$ cat src/rtl/pipe_stage_reg.sv
// Inter-stage pipeline register with valid/ready handshake, optional 1-entry skid buffer,
// bubble insertion on flush/reset and saturating stall/flush event counters.
module pipe_stage_reg #(
  parameter int unsigned       DATA_W = 32,
  parameter logic [DATA_W-1:0] BUBBLE = '0,
  parameter int unsigned       SKID   = 1,
  parameter int unsigned       CNT_W  = 16
) (
  input  logic              clk,
  input  logic              rst,
  input  logic              en,
  input  logic              flush,
  input  logic              in_valid,
  output logic              in_ready,
  input  logic [DATA_W-1:0] in_data,
  output logic              out_valid,
  input  logic              out_ready,
  output logic [DATA_W-1:0] out_data,
  output logic [CNT_W-1:0]  stall_cnt,
  output logic [CNT_W-1:0]  flush_cnt
);

  typedef enum logic [1:0] {
    EMPTY = 2'd0,
    ONE   = 2'd1,
    TWO   = 2'd2
  } state_t;

  state_t            state, state_nxt;
  logic [DATA_W-1:0] main_d, skid_d;
  logic              main_v, skid_v;
  logic              accept, issue;
  logic              load_main_in, load_main_skid, load_skid;

  assign main_v = (state != EMPTY);
  assign skid_v = (state == TWO);

  // Without the skid entry, ready must look through to out_ready to keep full throughput.
  assign in_ready  = (SKID != 0) ? (en & ~rst & ~skid_v)
                                 : (en & ~rst & (~main_v | out_ready));
  assign out_valid = en & main_v;
  assign out_data  = main_v ? main_d : BUBBLE;

  assign accept = en & in_valid & in_ready;
  assign issue  = en & out_valid & out_ready;

  always_ff @(posedge clk) begin
    if (rst) begin
      state <= EMPTY;
    end else if (en) begin
      state <= state_nxt;
    end
  end

  always_comb begin
    state_nxt      = state;
    load_main_in   = 1'b0;
    load_main_skid = 1'b0;
    load_skid      = 1'b0;
    if (flush) begin
      state_nxt = EMPTY;
    end else begin
      unique case (state)
        EMPTY: begin
          if (accept) begin
            state_nxt    = ONE;
            load_main_in = 1'b1;
          end
        end
        ONE: begin
          if (accept && (issue || SKID == 0)) begin
            state_nxt    = ONE;
            load_main_in = 1'b1;
          end else if (accept) begin
            state_nxt = TWO;
            load_skid = 1'b1;
          end else if (issue) begin
            state_nxt = EMPTY;
          end
        end
        TWO: begin
          if (issue) begin
            state_nxt      = ONE;
            load_main_skid = 1'b1;
          end
        end
        default: state_nxt = EMPTY;
      endcase
    end
  end

  always_ff @(posedge clk) begin
    if (rst) begin
      main_d    <= BUBBLE;
      skid_d    <= BUBBLE;
      stall_cnt <= '0;
      flush_cnt <= '0;
    end else if (en) begin
      if (load_main_in) begin
        main_d <= in_data;
      end else if (load_main_skid) begin
        main_d <= skid_d;
      end
      if (load_skid) begin
        skid_d <= in_data;
      end
      if (main_v && !out_ready && stall_cnt != '1) begin
        stall_cnt <= stall_cnt + CNT_W'(1);
      end
      if (flush && (main_v || skid_v) && flush_cnt != '1) begin
        flush_cnt <= flush_cnt + CNT_W'(1);
      end
    end
  end

endmodule

$ cat config.mk
export PLATFORM = sky130hd
export DESIGN_NAME = pipe_stage_reg
export DESIGN_NICKNAME = d
export VERILOG_FILES = /design/src/rtl/pipe_stage_reg.sv
export SDC_FILE = /design/constraint.sdc
export NUM_CORES = 1
export LEC_CHECK = 0
export BUFFER_PORTS_ARGS = -buffer_cell sky130_fd_sc_hd__buf_2
export CAP_MARGIN = 30
export CORE_ASPECT_RATIO = 1.1
export CORE_UTILIZATION = 54
export CTS_CLUSTER_DIAMETER = 40
export CTS_CLUSTER_SIZE = 8
export DETAILED_ROUTE_END_ITERATION = 8
export PLACE_DENSITY = 0.88
export SETUP_SLACK_MARGIN = 0.2
export SYNTH_ARGS = -nofsm -noshare
export SYNTH_HDL_FRONTEND = slang
export SYNTH_SLANG_ARGS = --single-unit
$ cat constraint.sdc
create_clock -name clk -period 2.4 [get_ports clk]
set_clock_uncertainty 0.05 [all_clocks]
set_input_delay 0.72 -clock clk [delete_from_list [all_inputs] [get_ports clk]]
set_output_delay 0.72 -clock clk [all_outputs]
set_load 0.01 [all_outputs]
==> impl_metrics.prom, run 1 <==
# TYPE chip_impl_metric gauge
chip_impl_metric{name="max_freq",unit="MHz"} 474.8
chip_impl_metric{name="areaGrowthSynthToFinish",unit="%"} 17.94
chip_impl_metric{name="post-route-min-period",unit="ns"} 2.106
chip_impl_info{name="synth.area.top_cells",value="dfxtp_1, mux2i_1, nand2_1"} 1
chip_impl_metric{name="htree_levels",unit=""} 3
chip_impl_metric{name="async_reset_ff_frac",unit=""} 0
chip_impl_info{name="critPathKind",value="reg -> out"} 1
chip_impl_metric{name="post_synth.cell_area_avg",unit="um2"} 8.552
chip_impl_metric{name="power_density",unit="nW/um2"} 552.3
chip_impl_info{name="clock_tree_from_tritoncts",value="built"} 1
chip_impl_metric{name="timing_max_transition_violations_final",unit=""} 0
chip_impl_metric{name="fp.coreArea",unit="um2"} 7955
chip_impl_metric{name="nFillCells",unit=""} 676
chip_impl_info{name="cp-start-kind",value="flop"} 1
chip_impl_metric{name="worst_slack_on_hold_paths",unit="ns"} 0.4095
chip_impl_metric{name="drt_iter0_drc",unit=""} 169
chip_impl_metric{name="cts.path.max_buffers",unit=""} 2
chip_impl_metric{name="detailed_route_wire_length_per_cell",unit="um"} 13.48
chip_impl_info{name="clockRootBuffer",value="clkbuf_8"} 1
chip_impl_metric{name="hold_viol",unit=""} 0
chip_impl_metric{name="setup_viol",unit=""} 0
chip_impl_metric{name="placer_s_final_routability_congestion_estimate",unit=""} 0.8311
chip_impl_metric{name="synth-edff-count",unit=""} 0
chip_impl_metric{name="insertedDiodeCount",unit=""} 0
chip_impl_metric{name="final_layout_size_suffix_gt1_frac",unit=""} 0.2300
chip_impl_metric{name="syn-instance-count",unit=""} 521
chip_impl_metric{name="detailed_place_hpwl",unit="um"} 6439
chip_impl_metric{name="placed_area",unit="um2"} 5032
chip_impl_metric{name="ir_drop_worst_vdd",unit="mV"} 0.3977
chip_impl_info{name="run_status",value="finished clean"} 1
chip_impl_metric{name="cts_post_setup_buffers_inserted",unit=""} 0
chip_impl_metric{name="critPathRequiredTime",unit="ns"} 1.63
chip_impl_metric{name="netlist_area",unit="um2"} 4456
chip_impl_metric{name="fp.dieArea",unit="um2"} 8619
chip_impl_metric{name="cp.arrival",unit="ns"} 1.34
chip_impl_metric{name="yosysUniqueCellTypes",unit=""} 45
chip_impl_metric{name="drt-pass1-iter-count",unit=""} 4
chip_impl_info{name="commonest_non_fill_non_tap_cell_in_the_layout",value="buf_2"} 1
chip_impl_metric{name="drt-total-wl",unit="um"} 9719
chip_impl_metric{name="number_of_violations_of_the_max_capacitance_limit",unit=""} 0
chip_impl_info{name="synthFlopType",value="dfxtp_1"} 1
chip_impl_metric{name="grt_max_degree",unit=""} 76
chip_impl_info{name="cell_type_contributing_the_most_total_cell_area_after_synthesis",value="dfxtp_1"} 1
chip_impl_metric{name="postSynthNetCount",unit=""} 561
chip_impl_metric{name="drt.antenna.violating_nets",unit=""} 0
chip_impl_metric{name="clk_pin_slew",unit="ns"} 0.09
chip_impl_metric{name="design.portCount",unit=""} 104
chip_impl_metric{name="antenna_found_initial",unit=""} 0
chip_impl_metric{name="period_share",unit=""} 0.8776
chip_impl_info{name="layout.cells.most_common_list",value="buf_2, dfxtp_1, nand2_1"} 1
chip_impl_info{name="grt_setup_unrepaired",value="false"} 1
chip_impl_metric{name="cts_inserted_buffers",unit=""} 9
chip_impl_metric{name="static_leak",unit="nW"} 2.281
chip_impl_metric{name="seq_area_frac_synth",unit=""} 0.4403
chip_impl_metric{name="worst_slew_pin_slew",unit="ns"} 0.7415
chip_impl_info{name="timing.critical_path.to_type",value="output port"} 1
chip_impl_metric{name="post-route-util",unit=""} 0.6606
chip_impl_metric{name="floorplan.rows",unit=""} 34
chip_impl_metric{name="die-height",unit="um"} 97.27
chip_impl_metric{name="fin_nets",unit=""} 648
chip_impl_metric{name="io_buffers",unit=""} 103
chip_impl_info{name="min_path_type",value="reg -> reg"} 1
chip_impl_metric{name="design_power_total",unit="W"} 0.002902
chip_impl_metric{name="cp_max_fo",unit=""} 32
chip_impl_metric{name="number_of_global_route_vias_before_repair",unit=""} 3520
chip_impl_metric{name="die_width",unit="um"} 88.61
chip_impl_metric{name="grt_first_pass_wirelength",unit="um"} 15530
chip_impl_metric{name="initial_utilization",unit=""} 0.5601
chip_impl_metric{name="vias_post_dr",unit=""} 3982
chip_impl_metric{name="drcViolationCount",unit=""} 0
chip_impl_metric{name="synth_top_cell_area_share",unit=""} 0.4403
chip_impl_metric{name="global_route.overflow_total",unit=""} 0
chip_impl_metric{name="synth_seq_cells",unit=""} 98
chip_impl_metric{name="yosys_warnings",unit=""} 0
chip_impl_metric{name="setup_tns",unit="ns"} 0
chip_impl_metric{name="clock_insertion_delay_worst_skew",unit="ns"} 0.35
chip_impl_metric{name="global_route.usage.total",unit=""} 0.2253
chip_impl_metric{name="drt-vias-per-instance",unit=""} 5.523
chip_impl_metric{name="tritoncts_num_sinks",unit=""} 98
chip_impl_metric{name="timing.max_slew.rel_slack",unit=""} 0.5057
chip_impl_metric{name="hold_buffers",unit=""} 0
chip_impl_metric{name="finish.instance_area",unit="um2"} 5255
==> power breakdown <==
| group | switching, W | leakage, nW | internal [W] |
|---|---|---|---|
| registers | 0.0000120 | 0.793 | 0.00164 |
| logic | 0.0000919 | 1.40 | 0.0000640 |
| clock network | 0.000592 | 0.0926 | 0.000497 |
| total | 0.000696 | 2.28 | 0.00221 |
==> cells by family after synthesis <==
group	share of synthesized area
AOI/OAI and AO/OA	0.1311
xor gates and xnor gates	0.04521
DFF	0.4403
and+or+nand+nor	0.2558
muxes	0.08116
adders and majority gates	0.005616
buffers and inverters	0.04072
==> routing by layer <==
| layer | vias up | global-route usage | part of all wire |
|---|---|---|---|
| met3 | 8 | 0.03653 | 0.041 |
| li1 | 1963 | - | - |
| met5 | - | 0 | 0 |
| met1 | 1896 | 0.2835 | 0.47 |
| met2 | 115 | 0.3834 | 0.48 |
| met4 | 0 | 0.07940 | 0.0062 |
==> critical path: stages (launching register included) <==
cell,delay [ns]
dfxtp_4,0.39
nor2_2,0.16
buf_12,0.21
nor2b_1,0.08
buf_2,0.14
==> worst paths after layout <==
check / cells after the start / to / slack (ns) / start
worst max-delay path: 4 / out_data[17] / 0.29 / state[1]$_SDFFE_PP0P_
worst min-delay path: 2 / skid_d[30]$_SDFFE_PP0P_ / 0.41 / skid_d[30]$_SDFFE_PP0P_
worst max register to register: 6 / stall_cnt[1]$_SDFFE_PP0P_ / 0.40 / stall_cnt[0]$_SDFFE_PP0P_
worst min register to register: 2 / skid_d[30]$_SDFFE_PP0P_ / 0.41 / skid_d[30]$_SDFFE_PP0P_
==> synthesized netlist by cell type (2+ instances only) <==
cell      count
and4_1        5
nor4_1        3
nor3_1        4
o211ai_1      4
xor2_1       15
inv_1         2
nor2b_1      34
and3_1        5
dfxtp_1      98
a31oi_1       2
or3_1         2
nor3b_1       3
buf_6         2
o21ai_0       2
clkbuf_1     24
nor4b_2       2
a211oi_1     32
nand2_1      80
ha_1          2
o31ai_1       2
xnor2_1       8
a21oi_1      36
nand2b_1      2
nor2_1       67
nand4_1      10
o21bai_1      2
mux2i_1      35
buf_2         8
nand3_1      13
nand4b_1      2
==> through the flow <==
step	instances	worst slack (ns)
CTS	721	0.2212
global placement	705	0.2365
detailed placement	705	0.1507
global route	721	0.2196
floorplan	521	0.3226
finish	721	0.2939
==> state kept, by name (all words and copies together), names as in the netlist <==
name / flops
stall_cnt: 16
main_d: 32
skid_d: 32
state: 2
flush_cnt: 16
==> final cells by class <==
class	instances	area, um2	area share
multi-input cells	385	2317	0.4410
clock inverters	6	75.07	0.01429
inverters	2	7.507	0.001429
well taps	108	135.1	0.02571
flip-flops and latches	98	1969	0.3748
clock buffers	10	127.6	0.02429
repair buffers	112	623.1	0.1186
==> repair_timing <==
item | 4_1_cts | 5_1_grt
pin swaps | 0 | 0
setup endpoints to repair | 32 | 32
resized for setup | 3 | 4
endpoints found under the hold margin | 0 | 0
Note: power is estimated with default switching activity, not from simulation.
==> run 2, diff against run 1 <==
--- a/config.mk
+++ b/config.mk
@@ -5,10 +5,11 @@
 export SDC_FILE = /design/constraint.sdc
 export NUM_CORES = 1
 export LEC_CHECK = 0
+export ABC_AREA = 1
 export BUFFER_PORTS_ARGS = -buffer_cell sky130_fd_sc_hd__buf_2
 export CAP_MARGIN = 30
 export CORE_ASPECT_RATIO = 1.1
-export CORE_UTILIZATION = 54
+export CORE_UTILIZATION = 55
 export CTS_CLUSTER_DIAMETER = 40
 export CTS_CLUSTER_SIZE = 8
 export DETAILED_ROUTE_END_ITERATION = 8
==> run 2 against run 1 <==
Effect of this change:
- maximum frequency decreased by 1.9%
- via count up 28%
- synthesized cell count grew 50%
- final cell count grew 37%
- first-iteration DRC count grew 5.3%
- sequential share of layout area shrank 3.4 points
- design area is 9.7% higher
- register-to-register slack better by 0.09 ns
- combinational power grew 29%
- total power about the same
- worst setup slack worse by 0.040 ns
- routed wire length grew 21%
- largest power group unchanged
==> impl_metrics.prom, run 2 <==
# TYPE chip_impl_metric gauge
chip_impl_info{name="run_status",value="finished clean"} 1
chip_impl_metric{name="cp_max_fo",unit=""} 32
chip_impl_metric{name="post-route-util",unit=""} 0.6784
chip_impl_info{name="clockRootBuffer",value="clkbuf_8"} 1
chip_impl_metric{name="vias_post_dr",unit=""} 5109
chip_impl_metric{name="synth-edff-count",unit=""} 0
chip_impl_metric{name="cts_post_setup_buffers_inserted",unit=""} 0
chip_impl_metric{name="period_share",unit=""} 0.8944
chip_impl_metric{name="syn-instance-count",unit=""} 779
chip_impl_metric{name="yosysUniqueCellTypes",unit=""} 24
chip_impl_metric{name="drt_iter0_drc",unit=""} 178
chip_impl_metric{name="timing.final.ws_setup",unit="ns"} 0.2534
chip_impl_info{name="reg_top3",value="main_d: 32 flops, skid_d: 32 flops"} 1
chip_impl_metric{name="worst_slew_pin_slew",unit="ns"} 0.5682
chip_impl_metric{name="insertedDiodeCount",unit=""} 0
chip_impl_info{name="commonest_non_fill_non_tap_cell_in_the_layout",value="nor2_1"} 1
chip_impl_info{name="timing.critical_path.to_type",value="output port"} 1
chip_impl_info{name="crit_path_end",value="out_data[1]"} 1
chip_impl_info{name="synthFlopType",value="dfxtp_1"} 1
chip_impl_metric{name="p_sw",unit="W"} 0.0007751
chip_impl_info{name="regToRegStartpoint",value="flush_cnt[0]$_SDFFE_PP0P_"} 1
chip_impl_metric{name="fin_nets",unit=""} 913
chip_impl_metric{name="clock_power_share",unit=""} 0.359
chip_impl_metric{name="finish.instance_area",unit="um2"} 5763
chip_impl_metric{name="cp.depth",unit=""} 4
chip_impl_metric{name="max_freq",unit="MHz"} 465.9
chip_impl_info{name="ordered_list_of_cells_on_the_worst_path",value="nor2_4 > buf_12 > nor2_1 > buf_2"} 1
chip_impl_metric{name="synth_seq_cells",unit=""} 98
chip_impl_metric{name="grt_max_degree",unit=""} 40
chip_impl_metric{name="power_density",unit="nW/um2"} 503.6
chip_impl_metric{name="postSynthNetCount",unit=""} 819
chip_impl_metric{name="antenna_found_initial",unit=""} 0
chip_impl_info{name="layout.cells.most_common_list",value="nor2_1, nand2_1, buf_2"} 1
chip_impl_metric{name="areaGrowthSynthToFinish",unit="%"} 17.56
chip_impl_info{name="cell_type_contributing_the_most_total_cell_area_after_synthesis",value="dfxtp_1"} 1
chip_impl_metric{name="yosys_warnings",unit=""} 0
chip_impl_metric{name="design.portCount",unit=""} 104
chip_impl_metric{name="clock_insertion_delay_worst_skew",unit="ns"} 0.37
chip_impl_metric{name="critPathRequiredTime",unit="ns"} 1.63
chip_impl_metric{name="die_width",unit="um"} 92.02
chip_impl_metric{name="sequentialPowerShare",unit=""} 0.572
chip_impl_metric{name="setup_viol",unit=""} 0
chip_impl_metric{name="global_route.overflow_total",unit=""} 0
chip_impl_metric{name="worst_slack_on_hold_paths",unit="ns"} 0.4415
chip_impl_info{name="grt_setup_unrepaired",value="true"} 1
chip_impl_metric{name="initial_utilization",unit=""} 0.5770
chip_impl_metric{name="drt.antenna.violating_nets",unit=""} 0
chip_impl_metric{name="nFillCells",unit=""} 817
chip_impl_metric{name="reg2reg_setup_slack",unit="ns"} 0.49
chip_impl_info{name="critical-path-top-delay-family",value="flip-flops"} 1
chip_impl_metric{name="global_route.usage.total",unit=""} 0.2673
chip_impl_metric{name="timing_max_transition_violations_final",unit=""} 0
chip_impl_metric{name="fp.coreArea",unit="um2"} 8496
chip_impl_metric{name="clk_pin_slew",unit="ns"} 0.10
chip_impl_metric{name="drt-total-wl",unit="um"} 11740
chip_impl_metric{name="reg2regPathDepth",unit=""} 8
chip_impl_info{name="top_post_synthesis_cells_by_count",value="nor2_1, nand2_1, dfxtp_1"} 1
chip_impl_metric{name="cp.arrival",unit="ns"} 1.38
chip_impl_metric{name="pre_cts_ws",unit="ns"} 0.2696
chip_impl_metric{name="io_buffers",unit=""} 103
chip_impl_info{name="setup.worst_path.start",value="state[1]$_SDFFE_PP0P_"} 1
chip_impl_metric{name="post_synth.cell_area_avg",unit="um2"} 6.293
chip_impl_metric{name="detailed_route_wire_length_per_cell",unit="um"} 11.87
chip_impl_metric{name="setup_tns",unit="ns"} 0
chip_impl_info{name="min_path_type",value="reg -> reg"} 1
chip_impl_metric{name="placer_s_final_routability_congestion_estimate",unit=""} 0.8713
chip_impl_info{name="cp-start-kind",value="flop"} 1
chip_impl_metric{name="placed_area",unit="um2"} 5558
chip_impl_metric{name="number_of_global_route_vias_before_repair",unit=""} 4667
chip_impl_metric{name="grt_first_pass_wirelength",unit="um"} 20380
chip_impl_metric{name="drcViolationCount",unit=""} 0
chip_impl_metric{name="fp.dieArea",unit="um2"} 9295
chip_impl_metric{name="drt-vias-per-instance",unit=""} 5.166
chip_impl_metric{name="drt-pass1-iter-count",unit=""} 4
chip_impl_metric{name="ir_drop_worst_vdd",unit="mV"} 0.4116
chip_impl_metric{name="final_layout_size_suffix_gt1_frac",unit=""} 0.1777
chip_impl_metric{name="number_of_violations_of_the_max_capacitance_limit",unit=""} 0
chip_impl_info{name="regToRegEndpoint",value="flush_cnt[4]$_SDFFE_PP0P_"} 1
chip_impl_metric{name="tritoncts_num_sinks",unit=""} 98
chip_impl_metric{name="hold_viol",unit=""} 0
chip_impl_metric{name="multi_input_combinational_cell_area",unit="um2"} 2560
chip_impl_info{name="post-synth-top-count-cell",value="nor2_1"} 1
chip_impl_info{name="critical-path-slowest-cell",value="dfxtp_2"} 1
chip_impl_metric{name="floorplan.rows",unit=""} 35
chip_impl_metric{name="htree_levels",unit=""} 3
chip_impl_metric{name="synth_top_cell_area_share",unit=""} 0.4002
chip_impl_metric{name="async_reset_ff_frac",unit=""} 0
chip_impl_metric{name="comb_power_share",unit=""} 0.069
chip_impl_metric{name="cell_internal_pwr",unit="W"} 0.002127
chip_impl_metric{name="crit_path_max_incr_delay",unit="ns"} 0.38
chip_impl_metric{name="detailed_place_hpwl",unit="um"} 7984
chip_impl_metric{name="post-route-min-period",unit="ns"} 2.147
chip_impl_info{name="synth.area.top_cells",value="dfxtp_1, nor2_1, nand2_1"} 1
chip_impl_metric{name="register_area",unit="um2"} 1964
chip_impl_metric{name="netlist_area",unit="um2"} 4902
chip_impl_metric{name="static_leak",unit="nW"} 2.507
chip_impl_metric{name="timing.max_slew.rel_slack",unit=""} 0.6207
chip_impl_metric{name="netSwitchingFraction",unit=""} 0.2670
chip_impl_metric{name="critical_path.n_buffers_inverters",unit=""} 2
chip_impl_metric{name="seq_area_frac_synth",unit=""} 0.4002
chip_impl_info{name="clock_tree_from_tritoncts",value="built"} 1
chip_impl_metric{name="cts_inserted_buffers",unit=""} 9
chip_impl_metric{name="cts.path.max_buffers",unit=""} 2
chip_impl_info{name="critPathKind",value="reg -> out"} 1
chip_impl_metric{name="die-height",unit="um"} 101.0
==> run 2: worst min-delay path, cell delays in order, from the launching register on <==
cell and delay [ns]:
dfxtp_1 0.34, nor2_1 0.05, nor2_1 0.08
==> run 2: per-layer routing <==
| layer | up-vias | global-route usage | part of all wire |
|---|---|---|---|
| met5 | - | 0 | 0 |
| met4 | 0 | 0.1046 | 0.017 |
| met3 | 18 | 0.04525 | 0.056 |
| met2 | 149 | 0.4776 | 0.49 |
| met1 | 2288 | 0.3197 | 0.44 |
| li1 | 2654 | - | - |
==> run 2: power groups by stage <==
stage               combinational [W]  sequential, W  clock, W
floorplan                    0.000115        0.00169         0
global placement             0.000196        0.00170         0
detailed placement           0.000198        0.00170         0
CTS                          0.000200        0.00166   0.00107
global route                 0.000226        0.00166   0.00114
finish                       0.000201        0.00166   0.00104
==> run 2: area by class of cell <==
class | count | share of cell area
clock buffer | 9 | 0.02149
clock inverter | 7 | 0.01238
inverter | 57 | 0.03713
multi-input combinational | 584 | 0.4442
sequential | 98 | 0.3409
tap | 111 | 0.02410
timing repair buffer | 123 | 0.1198
==> run 2: through the flow <==
stage,power [W],instances
2_1_floorplan,0.001809,779
3_3_place_gp,0.001892,973
3_5_place_dp,0.001895,973
4_1_cts,0.002932,989
5_1_grt,0.003031,989
6_report,0.002903,989
==> run 2: repair_timing <==
| item | CTS | global route |
|---|---|---|
| pin swaps | 0 | 0 |
| hold endpoints to repair | 0 | 0 |
| resized for setup | 3 | 1 |
| hold buffers | 0 | 0 |
| endpoints found under the setup margin | 32 | 18 |
==> run 2: how the worst min path moves through the flow <==
stage | end | cells after the start | startpoint
floorplan | skid_d[0]$_SDFFE_PP0P_ | 2 | skid_d[0]$_SDFFE_PP0P_
global placement | skid_d[16]$_SDFFE_PP0P_ | 2 | skid_d[16]$_SDFFE_PP0P_
detailed placement | skid_d[10]$_SDFFE_PP0P_ | 2 | skid_d[10]$_SDFFE_PP0P_
CTS | skid_d[19]$_SDFFE_PP0P_ | 2 | skid_d[19]$_SDFFE_PP0P_
global route | skid_d[15]$_SDFFE_PP0P_ | 2 | skid_d[15]$_SDFFE_PP0P_
finish | skid_d[3]$_SDFFE_PP0P_ | 2 | skid_d[3]$_SDFFE_PP0P_
==> run 2: kinds of logic after synthesis <==
kind of cell | count (synthesis) | share of synthesized area
AND/OR/NAND/NOR | 469 | 0.3900
flip-flops | 98 | 0.4002
AO/OA/AOI/OAI | 101 | 0.1034
XOR/XNOR | 12 | 0.02144
buffers and inverters | 97 | 0.07989
adder cells (fa/ha/maj) | 2 | 0.005104
